### config.mk
export PLATFORM = sky130hd
export DESIGN_NAME = wb_clint
export DESIGN_NICKNAME = d
export VERILOG_FILES = /design/src/rtl/wb_clint_pkg.sv /design/src/rtl/wb_clint_timer.sv /design/src/rtl/wb_clint.sv
export SDC_FILE = /design/constraint.sdc
export NUM_CORES = 1
export LEC_CHECK = 0
export ABC_AREA = 1
export CORE_MARGIN = 3
export CORE_UTILIZATION = 49
export CTS_BUF_LIST = sky130_fd_sc_hd__clkbuf_4 sky130_fd_sc_hd__clkbuf_8
export CTS_CLUSTER_DIAMETER = 40
export DETAILED_ROUTE_END_ITERATION = 7
export PLACE_DENSITY_LB_ADDON = 0.25
export SYNTH_ARGS = -nofsm -noshare
export SYNTH_HDL_FRONTEND = slang
export SYNTH_SLANG_ARGS = --single-unit
export TNS_END_PERCENT = 50
### constraint.sdc
create_clock -name clk_i -period 1.85 [get_ports clk_i]
set_input_delay 0.37 -clock clk_i [delete_from_list [all_inputs] [get_ports clk_i]]
set_output_delay 0.37 -clock clk_i [all_outputs]
set_load 0.02 [all_outputs]
### src/rtl/wb_clint_pkg.sv
// Shared CLINT register offsets, register selector type and byte-lane merge helper.
package wb_clint_pkg;

    localparam logic [15:0] CLINT_MSIP_OFF        = 16'h0000;
    localparam logic [15:0] CLINT_MTIMECMP_LO_OFF = 16'h4000;
    localparam logic [15:0] CLINT_MTIMECMP_HI_OFF = 16'h4004;
    localparam logic [15:0] CLINT_MTIME_LO_OFF    = 16'hBFF8;
    localparam logic [15:0] CLINT_MTIME_HI_OFF    = 16'hBFFC;

    typedef enum logic [2:0] {
        REG_NONE,
        REG_MSIP,
        REG_CMP_LO,
        REG_CMP_HI,
        REG_MTIME_LO,
        REG_MTIME_HI
    } clint_reg_e;

    // Only the word index is compared; byte offset bits never reach here.
    function automatic clint_reg_e decode_word(input logic [13:0] word);
        clint_reg_e r;
        r = REG_NONE;
        if (word == CLINT_MSIP_OFF[15:2])        r = REG_MSIP;
        if (word == CLINT_MTIMECMP_LO_OFF[15:2]) r = REG_CMP_LO;
        if (word == CLINT_MTIMECMP_HI_OFF[15:2]) r = REG_CMP_HI;
        if (word == CLINT_MTIME_LO_OFF[15:2])    r = REG_MTIME_LO;
        if (word == CLINT_MTIME_HI_OFF[15:2])    r = REG_MTIME_HI;
        return r;
    endfunction

    function automatic logic [31:0] byte_merge(input logic [31:0] old_w,
                                               input logic [31:0] new_w,
                                               input logic [3:0]  sel);
        logic [31:0] m;
        m = old_w;
        for (int b = 0; b < 4; b++) begin
            if (sel[b]) m[b*8 +: 8] = new_w[b*8 +: 8];
        end
        return m;
    endfunction

endpackage

### src/rtl/wb_clint_timer.sv
// CLINT timer: prescaler, 64-bit mtime with per-word write ports, registered mtip compare.
module clint_timer
    import wb_clint_pkg::*;
#(
    parameter int PRESCALE = 1
) (
    input  logic        clk_i,
    input  logic        rst_i,
    input  logic        wr_lo_i,
    input  logic        wr_hi_i,
    input  logic [31:0] wdata_i,
    input  logic [63:0] mtimecmp_i,
    output logic [63:0] mtime_o,
    output logic        mtip_o
);

    localparam int CNT_W = (PRESCALE > 1) ? $clog2(PRESCALE) : 1;

    logic [CNT_W-1:0] cnt_q, cnt_d;
    logic [63:0]      mtime_q, mtime_d;
    logic             mtip_q, mtip_d;
    logic             tick;

    assign tick = (cnt_q == CNT_W'(PRESCALE - 1));

    always_comb begin
        cnt_d   = tick ? '0 : cnt_q + 1'b1;
        mtime_d = tick ? mtime_q + 64'd1 : mtime_q;
        // A software write replaces the increment; the other word keeps its old value.
        if (wr_lo_i || wr_hi_i) begin
            cnt_d   = '0;
            mtime_d = mtime_q;
            if (wr_lo_i) mtime_d[31:0]  = wdata_i;
            if (wr_hi_i) mtime_d[63:32] = wdata_i;
        end
        mtip_d = (mtime_q >= mtimecmp_i);
    end

    always_ff @(posedge clk_i) begin
        if (rst_i) begin
            cnt_q   <= '0;
            mtime_q <= '0;
            mtip_q  <= 1'b0;
        end else begin
            cnt_q   <= cnt_d;
            mtime_q <= mtime_d;
            mtip_q  <= mtip_d;
        end
    end

    assign mtime_o = mtime_q;
    assign mtip_o  = mtip_q;

endmodule

### src/rtl/wb_clint.sv
// Wishbone classic CLINT responder (msip, mtimecmp, mtime) for a single hart.
// Optional WB_CLINT_MTIME_LATCH_EN: low-word mtime read latches the high word for tear-free reads.
module wb_clint
    import wb_clint_pkg::*;
#(
    parameter int          PRESCALE       = 1,
    parameter logic [63:0] MTIMECMP_RESET = 64'hFFFF_FFFF_FFFF_FFFF
) (
    input  logic        clk_i,
    input  logic        rst_i,
    input  logic        wbs_cyc_i,
    input  logic        wbs_stb_i,
    input  logic        wbs_we_i,
    input  logic [3:0]  wbs_sel_i,
    input  logic [31:0] wbs_addr_i,
    input  logic [31:0] wbs_dat_i,
    output logic [31:0] wbs_dat_o,
    output logic        wbs_ack_o,
    output logic        wbs_err_o,
    output logic        mtip_o,
    output logic        msip_o
);

    logic        ack_q, ack_d;
    logic        err_q, err_d;
    logic [31:0] dat_q, dat_d;
    logic        msip_q, msip_d;
    logic [63:0] mtimecmp_q, mtimecmp_d;
    logic [63:0] mtime;
    logic        req, mapped, wr;
    logic        wr_mtime_lo, wr_mtime_hi;
    logic [31:0] mtime_wdata;
    logic [31:0] rd_word;
    clint_reg_e  reg_sel;
    logic        unused_addr;

    assign unused_addr = ^{wbs_addr_i[31:16], wbs_addr_i[1:0]};

`ifdef WB_CLINT_MTIME_LATCH_EN
    logic [31:0] shadow_q, shadow_d;
`endif

    // One response per request; a held strobe sees its own ack/err and idles a cycle.
    assign req     = wbs_cyc_i && wbs_stb_i && !ack_q && !err_q;
    assign reg_sel = decode_word(wbs_addr_i[15:2]);
    assign mapped  = (reg_sel != REG_NONE);
    assign wr      = req && mapped && wbs_we_i && (wbs_sel_i != 4'b0000);

    assign wr_mtime_lo = wr && (reg_sel == REG_MTIME_LO);
    assign wr_mtime_hi = wr && (reg_sel == REG_MTIME_HI);
    assign mtime_wdata = byte_merge((reg_sel == REG_MTIME_HI) ? mtime[63:32] : mtime[31:0],
                                    wbs_dat_i, wbs_sel_i);

    always_comb begin
        rd_word = 32'd0;
        case (reg_sel)
            REG_MSIP:     rd_word = {31'd0, msip_q};
            REG_CMP_LO:   rd_word = mtimecmp_q[31:0];
            REG_CMP_HI:   rd_word = mtimecmp_q[63:32];
            REG_MTIME_LO: rd_word = mtime[31:0];
`ifdef WB_CLINT_MTIME_LATCH_EN
            REG_MTIME_HI: rd_word = shadow_q;
`else
            REG_MTIME_HI: rd_word = mtime[63:32];
`endif
            default:      rd_word = 32'd0;
        endcase
    end

    always_comb begin
        ack_d      = req && mapped;
        err_d      = req && !mapped;
        dat_d      = (req && mapped && !wbs_we_i) ? rd_word : 32'd0;
        msip_d     = msip_q;
        mtimecmp_d = mtimecmp_q;
        if (wr && reg_sel == REG_MSIP && wbs_sel_i[0]) msip_d = wbs_dat_i[0];
        if (wr && reg_sel == REG_CMP_LO)
            mtimecmp_d[31:0] = byte_merge(mtimecmp_q[31:0], wbs_dat_i, wbs_sel_i);
        if (wr && reg_sel == REG_CMP_HI)
            mtimecmp_d[63:32] = byte_merge(mtimecmp_q[63:32], wbs_dat_i, wbs_sel_i);
    end

`ifdef WB_CLINT_MTIME_LATCH_EN
    always_comb begin
        shadow_d = shadow_q;
        if (req && !wbs_we_i && reg_sel == REG_MTIME_LO) shadow_d = mtime[63:32];
    end

    always_ff @(posedge clk_i) begin
        if (rst_i) shadow_q <= 32'd0;
        else       shadow_q <= shadow_d;
    end
`endif

    always_ff @(posedge clk_i) begin
        if (rst_i) begin
            ack_q      <= 1'b0;
            err_q      <= 1'b0;
            dat_q      <= 32'd0;
            msip_q     <= 1'b0;
            mtimecmp_q <= MTIMECMP_RESET;
        end else begin
            ack_q      <= ack_d;
            err_q      <= err_d;
            dat_q      <= dat_d;
            msip_q     <= msip_d;
            mtimecmp_q <= mtimecmp_d;
        end
    end

    clint_timer #(
        .PRESCALE (PRESCALE)
    ) u_timer (
        .clk_i      (clk_i),
        .rst_i      (rst_i),
        .wr_lo_i    (wr_mtime_lo),
        .wr_hi_i    (wr_mtime_hi),
        .wdata_i    (mtime_wdata),
        .mtimecmp_i (mtimecmp_q),
        .mtime_o    (mtime),
        .mtip_o     (mtip_o)
    );

    assign wbs_dat_o = dat_q;
    assign wbs_ack_o = ack_q;
    assign wbs_err_o = err_q;
    assign msip_o    = msip_q;

endmodule

==> results of run 1 <==
report_power, final:
part	internal, mW	switching (mW)	leakage [nW]
Sequential	3.64	0.132	1.37
Clock	1.05	1.80	0.197
Combinational	0.646	0.858	7.45
Total	5.34	2.79	9.01
how the worst max path moves through the flow:
stage,endpoint,slack (ns),startpoint,cells after the start
2_1_floorplan,mtimecmp_q[50]$_SDFFE_PP1P_,0.06,wbs_sel_i[1],11
3_3_place_gp,u_timer.mtime_o[28]$_SDFFE_PP0P_,-0.65,wbs_addr_i[7],11
3_5_place_dp,u_timer.mtime_o[28]$_SDFFE_PP0P_,-0.70,wbs_addr_i[3],11
4_1_cts,mtimecmp_q[46]$_SDFFE_PP1P_,-0.07,wbs_sel_i[3],10
5_1_grt,u_timer.mtime_o[42]$_SDFFE_PP0P_,-0.20,u_timer.mtime_o[1]$_SDFFE_PP0P_,14
6_report,u_timer.mtime_o[45]$_SDFFE_PP0P_,-0.12,u_timer.mtime_o[7]$_SDFFE_PP0P_,11
what timing repair did:
item                                    CTS  global route
hold buffers                              0             0
setup buffers                            17            32
gates cloned                              0             6
pin swaps                                45            96
endpoints found under the setup margin  136           169
resized for setup                       130           304
Yosys cell counts, drive strengths merged, types with 8 or more instances:
| cell type | count |
|---|---|
| nand3 | 99 |
| o22ai | 8 |
| o221ai | 23 |
| o21ai | 120 |
| o211ai | 32 |
| inv | 227 |
| buf | 37 |
| a21oi | 114 |
| nand2 | 493 |
| clkbuf | 39 |
| xor2 | 17 |
| nor2 | 301 |
| o311ai | 26 |
| nor3 | 38 |
| ha | 65 |
| dfxtp | 165 |
| nand4 | 39 |
state kept, by name (all words and copies together), names as in the netlist:
| name | count |
|---|---|
| mtimecmp_q | 64 |
| u_timer.mtime_o | 64 |
| wbs_dat_o | 32 |
| msip_o | 1 |
| u_timer.cnt_q | 1 |
| u_timer.mtip_o | 1 |
| wbs_ack_o | 1 |
| wbs_err_o | 1 |
stage by stage:
step	TNS [ns]	util [%]
2_1_floorplan	0	-
3_3_place_gp	-81.78	66.8
3_5_place_dp	-88.44	66.8
4_1_cts	-1.10	70.9
5_1_grt	-8.34	76.7
6_report	-1.17	76.7
cell type report:
| class | instances | area (µm²) |
|---|---|---|
| Antenna cell | 1 | 2.50 |
| Sequential cell | 165 | 3420 |
| Tap cell | 313 | 392 |
| Timing Repair Buffer | 481 | 4380 |
| Fill cell | 1802 | 5350 |
| Clock buffer | 18 | 248 |
| Clock inverter | 14 | 150 |
| Inverter | 228 | 885 |
| Multi-Input combinational cell | 1399 | 8100 |
critical path, delay by kind of cell, from the launching register on:
kind,cells,cell delay [ns]
flip-flops,1,0.38
AND/OR/NAND/NOR,7,0.96
AO/OA/AOI/OAI,2,0.16
buffers and inverters,2,0.33
cells by family after synthesis:
kind of cell / count (synthesis)
fa+ha+maj: 65
xor+xnor: 20
buf+inv: 304
other cells: 1
simple gates: 984
flops: 165
compound gates: 328
layer usage:
| layer | vias up | wire (µm) | global-route usage, % |
|---|---|---|---|
| met3 | 278 | 4980 | 6.33 |
| met5 | - | 0 | 0 |
| met2 | 981 | 25600 | 65.7 |
| li1 | 7005 | - | - |
| met1 | 7088 | 20800 | 48.1 |
| met4 | 0 | 4340 | 21.2 |
==> out/qor.yml, run 1 <==
async_reset_ff_share_pct: 0
cp-start-kind: "flop"
drv_slew: 0
hold-path-cell-count: 5
instances_no_fill: 2619
num_rows: 55
placed_cell_area_um2: 15300
synth_xor_area_share_pct: 1.51
firstDrtPassIters: 7
r2r-start: "u_timer.mtime_o[7]$_SDFFE_PP0P_"
yosys_warnings: 0
max_cap_violations: 0
totalWireLength_um: 55700
rsz0062_at_grt: "yes"
power_leakage_nw: 9.01
dieArea_um2: 25500
numCtsBuffers: 17
hold_violations: 0
synth-edff-count: 0
drive_gt1_share_pct: 31.0
synth_adder_area_share_pct: 7.03
synthTopCellsByArea: "dfxtp_1, nand2_1, nor2_1, inv_1, ha_1"
synthFlopType: "dfxtp_1"
wire_per_inst_um: 21.3
violations: "negative setup slack"
root_buffer: "clkbuf_8"
synth_area_leader_cell: "dfxtp_1"
die_height_um: 160
finalCriticalPeriod_ns: 1.97
worstHoldPathType: "primary input to flop"
core_area_um2: 22900
powerDensity_nw_per_um2: 463
hpwl_um: 40500
clkSlewWorstSetupHoldPaths_ns: 0.14
dp.cells: 2533
setup-violations-final: 43
crit_type: "flop to flop"
finalCritPeriodShare_pct: 106
r2r_end: "u_timer.mtime_o[45]$_SDFFE_PP0P_"
ioPinCount: 109
synth-compound-area-share_pct: 16.6
rrSetupSlack_ns: -0.12
drt-initial-drc-count: 1717
die_w_um: 160
synth_area_per_cell_um2: 6.20
fin_worst_skew_ns: 0.0454
grt_pass1_vias: 13855
grt_usage_pct: 39.2
synth_cells: 1867
h-tree-depth: 4
final_common_cell: "nand2_1"
synth_top_family_by_area: "simple AND/OR/NAND/NOR gates"
synth_seq_area_share_pct: 28.5
syn_nets: 2005
status: "complete, but fails checks"
drc: 0
arrival_ns: 2.35
overflow: 0
cts.sinks: 165
place_congestion: 1.05
required_ns: 2.23
grt_pass1_wl_um: 78300
crit_fanout: 4
hp-start: "wbs_sel_i[0]"
vias: 15352
dpl_worst_slack_ns: -0.695
vdd_drop_max_uv: 463
antenna_left: 0
crit_chain: "nand2_2, nor2_1, buf_4, nand4_1, nor2_2, nand3_2, buf_6, o21ai_2, a21oi_1, nor2_1, nor2_1"
synthMuxAreaShare_pct: 0
clock.fmax_ghz: 0.508
power_mw: 8.13
synth_simple_gate_area_share_pct: 35.7
yosysUniqueCellTypes: 42
clk-insertion-delay-late_ns: 0.51
fin_hold_ws_ns: 0.458
floorplan.initialDensity_pct: 50.5
ys_ff_latch: 165
cts_tree: "yes"
setup_slack_ns: -0.117
clk_path_buf_depth: 2
synth_top_area_share_pct: 28.5
worstSetupEndpointType: "flop"
antenna_found_initial: 2
viasPerCell: 5.86
syn2layout_area_growth_pct: 51.8
min_to: "msip_o$_SDFFE_PP0P_"
port_buffers: 90
slowest_stage: "dfxtp_2"
grt_max_degree: 35
fin_nets: 2430
crit_top_cell: "nor2_1"
final_cell_mix: "nand2_1, buf_4, nor2_1"
crit_path_max_incr_delay_ns: 0.38
rr_worst_depth: 11
postLayoutCellArea_um2: 17600
synth_area_um2: 11600
No activity file was read; power rests on OpenSTA's default activity.
==> run 2: changes to the inputs <==
- ABC_CLOCK_PERIOD_IN_PS: not set -> 1850
- CTS_CLUSTER_DIAMETER: 40 -> not set
- DONT_BUFFER_PORTS: not set -> 1
==> run 2 against run 1 <==
The flow still finishes with violations (negative setup slack). Clock skew shrank 0.026 ns. Via count shrank 7.6%. Critical path depth is the same. Largest cell class unchanged.
==> out/qor.yml, run 2 (synthesis results as in run 1) <==
rrSetupSlack_ns: -0.05  # was -0.12 ns
finalCritPeriodShare_pct: 103  # was 106%
clk-insertion-delay-late_ns: 0.48  # was 0.51 ns
grt_usage_pct: 36.2  # was 39.2%
drive_gt1_share_pct: 27.9  # was 31.0%
arrival_ns: 2.28  # was 2.35 ns
tightest_slew_ns: 0.530
path_buf_inv: 2  # unchanged
syn2layout_area_growth_pct: 36.5  # was 51.8%
fillers: 2039  # was 1802
crit_fanout: 4  # unchanged
hold_violations: 0  # unchanged
worstHoldPathType: "primary input to flop"  # unchanged
num_rows: 55  # unchanged
grt_use_met1_pct: 44.1  # was 48.1%
cts_tree: "yes"  # unchanged
viasPerCell: 5.74  # was 5.86
h-tree-depth: 4  # unchanged
busiest_layer: "met2"  # unchanged
max_cap_violations: 0  # unchanged
firstDrtPassIters: 6  # was 7
drv_slew: 0  # unchanged
finalSetupTns_ns: -0.199  # was -1.17 ns
finalCriticalPeriod_ns: 1.90  # was 1.97 ns
r2r-start: "u_timer.mtime_o[0]$_SDFFE_PP0P_"  # was u_timer.mtime_o[7]$_SDFFE_PP0P_
cts.sinks: 165  # unchanged
instances_no_fill: 2471  # was 2619
core_area_um2: 22900  # unchanged
drt-initial-drc-count: 1623  # was 1717
hold-path-cell-count: 2  # was 5
cp-start-kind: "flop"  # unchanged
dp.cells: 2413  # was 2533
rr_worst_depth: 11  # unchanged
r2r_end: "u_timer.mtime_o[32]$_SDFFE_PP0P_"  # was u_timer.mtime_o[45]$_SDFFE_PP0P_
clock.fmax_ghz: 0.525  # was 0.508 GHz
postLayoutCellArea_um2: 15800  # was 17600 µm²
vias: 14178  # was 15352
violations: "negative setup slack"  # unchanged
grtUsageMet3_pct: 6.54  # was 6.33%
final_common_cell: "nand2_1"  # unchanged
dieArea_um2: 25500  # unchanged
fin_worst_skew_ns: 0.0194  # was 0.0454 ns
antenna_left: 0  # unchanged
required_ns: 2.23  # about the same
met2_usage_pct: 60.9  # was 65.7%
root_buffer: "clkbuf_8"  # unchanged
setup-violations-final: 10  # was 43
status: "complete, but fails checks"  # unchanged
crit_top_cell: "nor2_1"  # unchanged
setup_slack_ns: -0.0539  # was -0.117 ns
final_cell_mix: "nand2_1, buf_4, nor2_1"  # unchanged
place_congestion: 1.06  # was 1.05
crit_type: "flop to flop"  # unchanged
clkSlewWorstSetupHoldPaths_ns: 0.11  # was 0.14 ns
grt_pass1_wl_um: 72600  # was 78300 µm
crit_path_max_incr_delay_ns: 0.40  # was 0.38 ns
overflow: 0  # unchanged
clk_path_buf_depth: 2  # unchanged
worstSetupEndpointType: "flop"  # unchanged
fin_hold_ws_ns: 0.0758  # was 0.458 ns
rsz0062_at_grt: "yes"  # unchanged
die_height_um: 160  # unchanged
ioPinCount: 109  # unchanged
numCtsBuffers: 17  # unchanged
grt_max_degree: 51  # was 35
min_to: "mtimecmp_q[28]$_SDFFE_PP1P_"  # was msip_o$_SDFFE_PP0P_
powerDensity_nw_per_um2: 490  # was 463 nW/µm²
critical_path.top_delay_family: "simple AND/OR/NAND/NOR gates"  # unchanged
die_w_um: 160  # unchanged
vdd_drop_max_uv: 438  # was 463 µV
placed_cell_area_um2: 14200  # was 15300 µm²
diodes: 0  # was 1
drc: 0  # unchanged
hp-start: "wbs_dat_i[28]"  # was wbs_sel_i[0]
wire_per_inst_um: 19.8  # was 21.3 µm
crit_chain: "ha_4, nand3_2, nor2_4, nand4_1, nor3_1, buf_4, nor2_1, o21ai_0, inv_1, nor2_1, nor2_1"  # was nand2_2, nor2_1, buf_4, nand4_1, nor2_2, nand3_2, buf_6, o21ai_2, a21oi_1, nor2_1, nor2_1
port_buffers: 0  # was 90
power_mw: 7.75  # was 8.13 mW
totalWireLength_um: 48800  # was 55700 µm
antenna_found_initial: 0  # was 2
slowest_stage: "dfxtp_4"  # was dfxtp_2
fin_nets: 2283  # was 2430
hpwl_um: 37900  # was 40500 µm
grt_pass1_vias: 13108  # was 13855
floorplan.initialDensity_pct: 50.5  # unchanged
power_leakage_nw: 8.12  # was 9.01 nW
slew_headroom_pct: 64.6
run 2: cell types whose count changed in the layout (fill, tap and decap cells not counted), sizes merged, moves of 7 or more:
cell and delta:
clkbuf -7, clkdlybuf4s50 -65, dlygate4sd2 -8, buf -52
dlymetal6s2s -16
run 2: worst max path at each step:
stage / cells past startpoint / end / slack, ns / from
3_3_place_gp: 11 / wbs_dat_o[16]$_SDFF_PP0_ / -0.25 / wbs_addr_i[10]
4_1_cts: 12 / u_timer.mtime_o[58]$_SDFFE_PP0P_ / -0.07 / u_timer.mtime_o[1]$_SDFFE_PP0P_
5_1_grt: 13 / u_timer.mtime_o[36]$_SDFFE_PP0P_ / -0.15 / u_timer.mtime_o[5]$_SDFFE_PP0P_
3_5_place_dp: 11 / wbs_dat_o[16]$_SDFF_PP0_ / -0.28 / wbs_addr_i[10]
2_1_floorplan: 11 / mtimecmp_q[50]$_SDFFE_PP1P_ / 0.06 / wbs_sel_i[1]
6_report: 11 / u_timer.mtime_o[32]$_SDFFE_PP0P_ / -0.05 / u_timer.mtime_o[0]$_SDFFE_PP0P_
run 2: per-stage QoR:
step,utilization (%),setup WS (ns)
final,68.9,-0.0539
after global routing,68.9,-0.148
after CTS,64.8,-0.0678
after detailed placement,61.9,-0.285
after global placement,61.9,-0.253
after floorplan,-,0.0599
run 2: power by group:
part / switching (mW) / internal (mW) / total [mW]
combinational: 0.738 / 0.512 / 1.25
clock: 1.73 / 1.01 / 2.74
sequential: 0.106 / 3.65 / 3.75
run 2: timing repair:
item,4_1_cts,5_1_grt
gates resized for setup,72,234
endpoints found under the hold margin,2,0
setup buffers,5,20
setup endpoints to repair,73,117
pin swaps,24,94
hold buffers,1,0
run 2: area by class of cell:
class / count / area, µm² / share of cell area (%)
Clock buffer: 17 / 234 / 1.48
Clock inverter: 15 / 155 / 0.982
Inverter: 228 / 866 / 5.48
Multi-Input combinational cell: 1398 / 7850 / 49.7
Sequential cell: 165 / 3380 / 21.4
Tap cell: 313 / 392 / 2.48
Timing Repair Buffer: 335 / 2920 / 18.5
run 2: metal layers:
metal	wire [µm]	vias up	part of all wire, %
li1	-	6698	-
met1	18800	6533	39
met2	22800	767	47
met3	4130	180	8.5
met4	3090	0	6.3
met5	0	-	0
==> run 3: changes to the inputs <==
- HOLD_SLACK_MARGIN: not set -> 0.02
==> results of run 3 <==
Same layout as run 2: the final DEF is identical, and so are final timing and power.
